===== config.mk =====
export PLATFORM = sky130hd
export DESIGN_NAME = rotary_decoder
export DESIGN_NICKNAME = d
export VERILOG_FILES = /design/src/rtl/rotary_pkg.sv /design/src/rtl/debounce_filter.sv /design/src/rtl/rotary_decoder.sv
export SDC_FILE = /design/constraint.sdc
export NUM_CORES = 1
export LEC_CHECK = 0
export BUFFER_PORTS_ARGS = -buffer_cell sky130_fd_sc_hd__buf_2
export CAP_MARGIN = 0
export CORE_MARGIN = 2
export CORE_UTILIZATION = 65
export CTS_CLUSTER_SIZE = 25
export DETAILED_ROUTE_END_ITERATION = 6
export PLACE_DENSITY = 0.83
export SETUP_SLACK_MARGIN = 0.02
export SLEW_MARGIN = 15
export SYNTH_ARGS = -nofsm -noshare
export SYNTH_HDL_FRONTEND = slang
export SYNTH_SLANG_ARGS = --single-unit
export TNS_END_PERCENT = 50

===== constraint.sdc =====
create_clock -name clk -period 3.9 [get_ports clk]
set_input_delay 0.78 -clock clk [delete_from_list [all_inputs] [get_ports clk]]
set_output_delay 0.78 -clock clk [all_outputs]
set_load 0.02 [all_outputs]

===== src/rtl/rotary_pkg.sv =====
`default_nettype none
// ============================================================================
// Module      : rotary_pkg
// Description : Shared types and constants for the rotary encoder front end.
// Revision    : 1.0 - initial release
// ============================================================================
package rotary_pkg;

    localparam logic [1:0] ROT_REST_AB = 2'b11;
    localparam int         DEBOUNCE_W  = 20;

    typedef enum logic [2:0] {
        REST = 3'd0,
        CW1  = 3'd1,
        CW2  = 3'd2,
        CW3  = 3'd3,
        CCW1 = 3'd4,
        CCW2 = 3'd5,
        CCW3 = 3'd6,
        ERR  = 3'd7
    } rot_state_e;

endpackage
`default_nettype wire


===== src/rtl/debounce_filter.sv =====
`default_nettype none
// ============================================================================
// Module      : debounce_filter
// Description : Synchroniser chain followed by a stable-count debouncer.
// Revision    : 1.0 - initial release
// ============================================================================
module debounce_filter
    import rotary_pkg::*;
#(
    parameter int   DEBOUNCE_CYCLES = 50000,
    parameter int   SYNC_STAGES     = 2,
    parameter logic RESET_VAL       = 1'b0
) (
    input  logic clk,
    input  logic rst_n,
    input  logic din,
    output logic dout
);

    localparam logic [DEBOUNCE_W-1:0] c_count_limit = DEBOUNCE_CYCLES[DEBOUNCE_W-1:0];

    logic [SYNC_STAGES-1:0] r_sync;
    logic [DEBOUNCE_W-1:0]  r_count;
    logic                   r_level;
    logic                   w_sync;

    assign w_sync = r_sync[SYNC_STAGES-1];
    assign dout   = r_level;

    always_ff @(posedge clk or negedge rst_n) begin
        if (!rst_n) begin
            r_sync <= {SYNC_STAGES{RESET_VAL}};
        end else begin
            r_sync <= {r_sync[SYNC_STAGES-2:0], din};
        end
    end

    // Any sample that agrees with the current level restarts the count.
    always_ff @(posedge clk or negedge rst_n) begin
        if (!rst_n) begin
            r_count <= '0;
            r_level <= RESET_VAL;
        end else if (w_sync == r_level) begin
            r_count <= '0;
        end else if (r_count == c_count_limit) begin
            r_level <= w_sync;
            r_count <= '0;
        end else begin
            r_count <= r_count + 1'b1;
        end
    end

endmodule
`default_nettype wire


===== src/rtl/rotary_decoder.sv =====
`default_nettype none
// ============================================================================
// Module      : rotary_decoder
// Description : Debounced quadrature detent decoder with centre-button pulse.
// Revision    : 1.0 - initial release
// ============================================================================
module rotary_decoder
    import rotary_pkg::*;
#(
    parameter int DEBOUNCE_CYCLES = 50000,
    parameter int SYNC_STAGES     = 2
) (
    input  logic clk,
    input  logic rst_n,
    input  logic rot_a,
    input  logic rot_b,
    input  logic rot_center,
    output logic rotation_event,
    output logic rotation_dir,
    output logic center_level,
    output logic center_press
);

    logic       w_deb_a;
    logic       w_deb_b;
    logic       w_deb_center;
    logic [1:0] w_ab;

    rot_state_e r_state;
    rot_state_e w_state_next;
    logic       w_event;
    logic       w_dir_next;
    logic       r_event;
    logic       r_dir;
    logic       r_center_prev;
    logic       r_press;

    debounce_filter #(
        .DEBOUNCE_CYCLES (DEBOUNCE_CYCLES),
        .SYNC_STAGES     (SYNC_STAGES),
        .RESET_VAL       (1'b1)
    ) u_deb_a (
        .clk   (clk),
        .rst_n (rst_n),
        .din   (rot_a),
        .dout  (w_deb_a)
    );

    debounce_filter #(
        .DEBOUNCE_CYCLES (DEBOUNCE_CYCLES),
        .SYNC_STAGES     (SYNC_STAGES),
        .RESET_VAL       (1'b1)
    ) u_deb_b (
        .clk   (clk),
        .rst_n (rst_n),
        .din   (rot_b),
        .dout  (w_deb_b)
    );

    debounce_filter #(
        .DEBOUNCE_CYCLES (DEBOUNCE_CYCLES),
        .SYNC_STAGES     (SYNC_STAGES),
        .RESET_VAL       (1'b0)
    ) u_deb_center (
        .clk   (clk),
        .rst_n (rst_n),
        .din   (rot_center),
        .dout  (w_deb_center)
    );

    assign w_ab = {w_deb_a, w_deb_b};

    always_ff @(posedge clk or negedge rst_n) begin
        if (!rst_n) begin
            r_state       <= REST;
            r_event       <= 1'b0;
            r_dir         <= 1'b0;
            r_center_prev <= 1'b0;
            r_press       <= 1'b0;
        end else begin
            r_state       <= w_state_next;
            r_event       <= w_event;
            r_dir         <= w_dir_next;
            r_center_prev <= w_deb_center;
            r_press       <= w_deb_center & ~r_center_prev;
        end
    end

    // Unlisted AB codes in each state are "unchanged" and hold the state.
    always_comb begin
        w_state_next = r_state;
        w_event      = 1'b0;
        w_dir_next   = r_dir;
        case (r_state)
            REST: begin
                case (w_ab)
                    2'b01:   w_state_next = CW1;
                    2'b10:   w_state_next = CCW1;
                    2'b00:   w_state_next = ERR;
                    default: w_state_next = REST;
                endcase
            end
            CW1: begin
                case (w_ab)
                    2'b00:       w_state_next = CW2;
                    ROT_REST_AB: w_state_next = REST;
                    2'b10:       w_state_next = ERR;
                    default:     w_state_next = CW1;
                endcase
            end
            CW2: begin
                case (w_ab)
                    2'b10:       w_state_next = CW3;
                    2'b01:       w_state_next = CW1;
                    ROT_REST_AB: w_state_next = ERR;
                    default:     w_state_next = CW2;
                endcase
            end
            CW3: begin
                case (w_ab)
                    ROT_REST_AB: begin
                        w_state_next = REST;
                        w_event      = 1'b1;
                        w_dir_next   = 1'b1;
                    end
                    2'b00:   w_state_next = CW2;
                    2'b01:   w_state_next = ERR;
                    default: w_state_next = CW3;
                endcase
            end
            CCW1: begin
                case (w_ab)
                    2'b00:       w_state_next = CCW2;
                    ROT_REST_AB: w_state_next = REST;
                    2'b01:       w_state_next = ERR;
                    default:     w_state_next = CCW1;
                endcase
            end
            CCW2: begin
                case (w_ab)
                    2'b01:       w_state_next = CCW3;
                    2'b10:       w_state_next = CCW1;
                    ROT_REST_AB: w_state_next = ERR;
                    default:     w_state_next = CCW2;
                endcase
            end
            CCW3: begin
                case (w_ab)
                    ROT_REST_AB: begin
                        w_state_next = REST;
                        w_event      = 1'b1;
                        w_dir_next   = 1'b0;
                    end
                    2'b00:   w_state_next = CCW2;
                    2'b10:   w_state_next = ERR;
                    default: w_state_next = CCW3;
                endcase
            end
            ERR: begin
                if (w_ab == ROT_REST_AB) begin
                    w_state_next = REST;
                end
            end
        endcase
    end

    assign rotation_event = r_event;
    assign rotation_dir   = r_dir;
    assign center_level   = w_deb_center;
    assign center_press   = r_press;

endmodule
`default_nettype wire


==> reports/metrics.cfg <==
[drt]
wl_um = 7630
wl_per_cell_um = 15.4
vias = 2971
dr.pass1.iters = 4
drc = 0
drtAntennaViolNets = 0
via_per_inst = 6.00
drtIter0Drc = 140

[die]
die_area_um2 = 6670
die_w_um = 81.7
boundaryPins = 9
die_h_um = 81.7
start_util = 0.666
coreArea_um2 = 5890
rows = 28

[logic_synthesis]
synth_edf_count = 0
yosys.area.top_type_share = 0.447
synth-async-reset-ratio = 1.00
synth_area_um2 = 3920
ys.flop_type = dfrtp_1
synth.avg_cell_area_um2 = 9.66
synthTopCellsByArea = dfrtp_1 (45%), xnor2_1 (7.1%), nor2_1 (6.7%), ha_1 (4.5%), dfstp_2 (4.0%)
ys_top_cells_by_count = dfrtp_1 (70), nor2_1 (70), xnor2_1 (32)
syn_inst = 406
ys_warn_count = 0
ys_types = 41
ys_ff_latch = 76
syn-num-nets = 425
yosysSeqAreaShare = 0.487
yosysTopAreaCell = dfrtp_1

[sta]
slew_headroom = 0.374
finalSetupViolCount = 0
report.final.slew_viol_count = 0
rsz0062_at_grt = no
finClkSkew_ns = 0.00910
tns_ns = 0
max_slew.worst_pin.slew_ns = 0.940
fmax_ghz = 0.456
period_needed_ns = 2.19
hold_viol = 0
period_share = 0.562

[clock_network]
cts-htree-levels = 3
cts_made_buffers = 9
cts_resized = 0
hold_buffers = 0
clk-insertion-delay-late_ns = 0.35
clkTransAtPathRegs_ns = 0.08
cts_tree = built
cts_sinks = 76
cts_root_buffer = clkbuf_8
cts_setup_buffers = 0
clockBufferDepth = 2

[pwr]
power.density_nw_per_um2 = 349
ir_drop_v = 0.000311
power.leakage_nw = 1.71
p_total_w = 0.00148

[hold_path]
holdCritPathClass = reg -> reg

[setup_path]
cp_max_fo = 16
crit_arrival_ns = 2.42
crit_required_ns = 4.13
cp-start-kind = register
crit_type = reg -> reg
worstSetupEndpointType = register

[final_layout]
nets = 434
area_growth_pct = 8.23
fillerInstances = 432
drive_gt1_frac = 0.110
n_antenna_cell = 0
finalNonFillerCells = 495

[outcome]
status = finished, final reports clean

[place]
dpl.hpwl_um = 4950
dpl.cell_count = 479
port_buffers = 8
gp_congestion = 0.874

[grt]
grt_start_max_net_pins = 77
grtUsageMet1 = 0.320
first_global_vias = 2836
grt_usage = 0.250
grt-ovfl-total = 0
grt_busiest_layer = met2
antenna_found_initial = 0
met3_usage = 0.0451
grt_pass1_wl_um = 12700
met2_usage = 0.413

[run]
max_cap_violations = 0

-- power by group --
part           switching [W]  internal, W
logic              0.0000374    0.0000169
clock network       0.000282     0.000331
registers          0.0000138     0.000800
-- registers in the layout, summed over array words and instances (netlist names), 2 cells and up --
| name | cells |
|---|---|
| r_state | 3 |
| u_deb_a.r_count | 20 |
| u_deb_a.r_sync | 2 |
| u_deb_b.r_count | 20 |
| u_deb_b.r_sync | 2 |
| u_deb_center.r_count | 20 |
| u_deb_center.r_sync | 2 |
-- cell type report --
class	count	area (µm²)	area share
clock inverters	3	45.0	0.0106
repair buffers	11	65.1	0.0153
multi-input cells	296	1890	0.446
flip-flops and latches	76	1910	0.450
inverters	21	78.8	0.0186
clock buffers	13	159	0.0374
well taps	75	93.8	0.0221
-- critical path, stage by stage (launching register included) --
cell,delay (ns)
dfrtp_1,0.47
inv_1,0.12
ha_1,0.17
nor4b_1,0.32
nand4_1,0.21
o31ai_2,0.41
buf_4,0.30
nor2_1,0.08
-- through the flow --
step | worst slack (ns) | instance area [µm²] | utilization | hold slack [ns]
finish | 1.71 | 4250 | 0.721 | 0.353
global route | 1.58 | 4250 | 0.721 | 0.356
CTS | 1.72 | 4250 | 0.721 | 0.354
detailed placement | 1.91 | 4040 | 0.687 | 0.341
global placement | 1.99 | 4040 | 0.687 | 0.339
floorplan | 2.07 | 3920 | - | 0.331
-- cell usage in the layout, fill, tap and decap left out, types with 3 or more instances in the layout --
master    count
nor3_1       13
buf_4         4
dfrtp_1      70
mux2_2        5
xnor2_1      32
buf_2         7
nand4_1      17
ha_1         14
nor3b_1       3
o31ai_1       5
clkbuf_8     11
or4_1         5
nor4_1       14
xor2_1       14
nor4b_1       5
nor2_1       70
a21oi_1      15
inv_1        21
o21ai_0       9
nand2_1      20
dfstp_2       6
nand3_1      19
or3_1        11
-- logic make-up after synthesis --
| family | after synthesis | synth area share |
|---|---|---|
| buffers and inverters | 34 | 0.0329 |
| xor gates and xnor gates | 46 | 0.103 |
| AOI/OAI and AO/OA | 40 | 0.0622 |
| muxes | 6 | 0.0169 |
| DFF | 76 | 0.487 |
| and+or+nand+nor | 190 | 0.254 |
| adders and majority gates | 14 | 0.0447 |
-- path summary, 6_finish.rpt --
path / from / slack [ns] / end / cells after the start
min in group asynchronous: rst_n / 0.56 / u_deb_b.r_count[2]$_DFF_PN0_ / 1
setup reg to reg: u_deb_a.r_count[0]$_DFF_PN0_ / 1.71 / u_deb_a.r_count[9]$_DFF_PN0_ / 7
hold / removal: u_deb_center.r_sync[0]$_DFF_PN0_ / 0.35 / u_deb_center.r_sync[1]$_DFF_PN0_ / 0
setup / recovery: u_deb_a.r_count[0]$_DFF_PN0_ / 1.71 / u_deb_a.r_count[9]$_DFF_PN0_ / 7
max in group asynchronous: rst_n / 2.72 / u_deb_b.r_count[6]$_DFF_PN0_ / 1
hold reg to reg: u_deb_center.r_sync[0]$_DFF_PN0_ / 0.35 / u_deb_center.r_sync[1]$_DFF_PN0_ / 0
-- layer usage --
layer  up-vias  share of wire
li1       1431              -
met1      1467           0.45
met2        60           0.50
met3        13          0.030
met4         0          0.017
met5         -              0
Note: power is estimated with default switching activity, not from simulation.
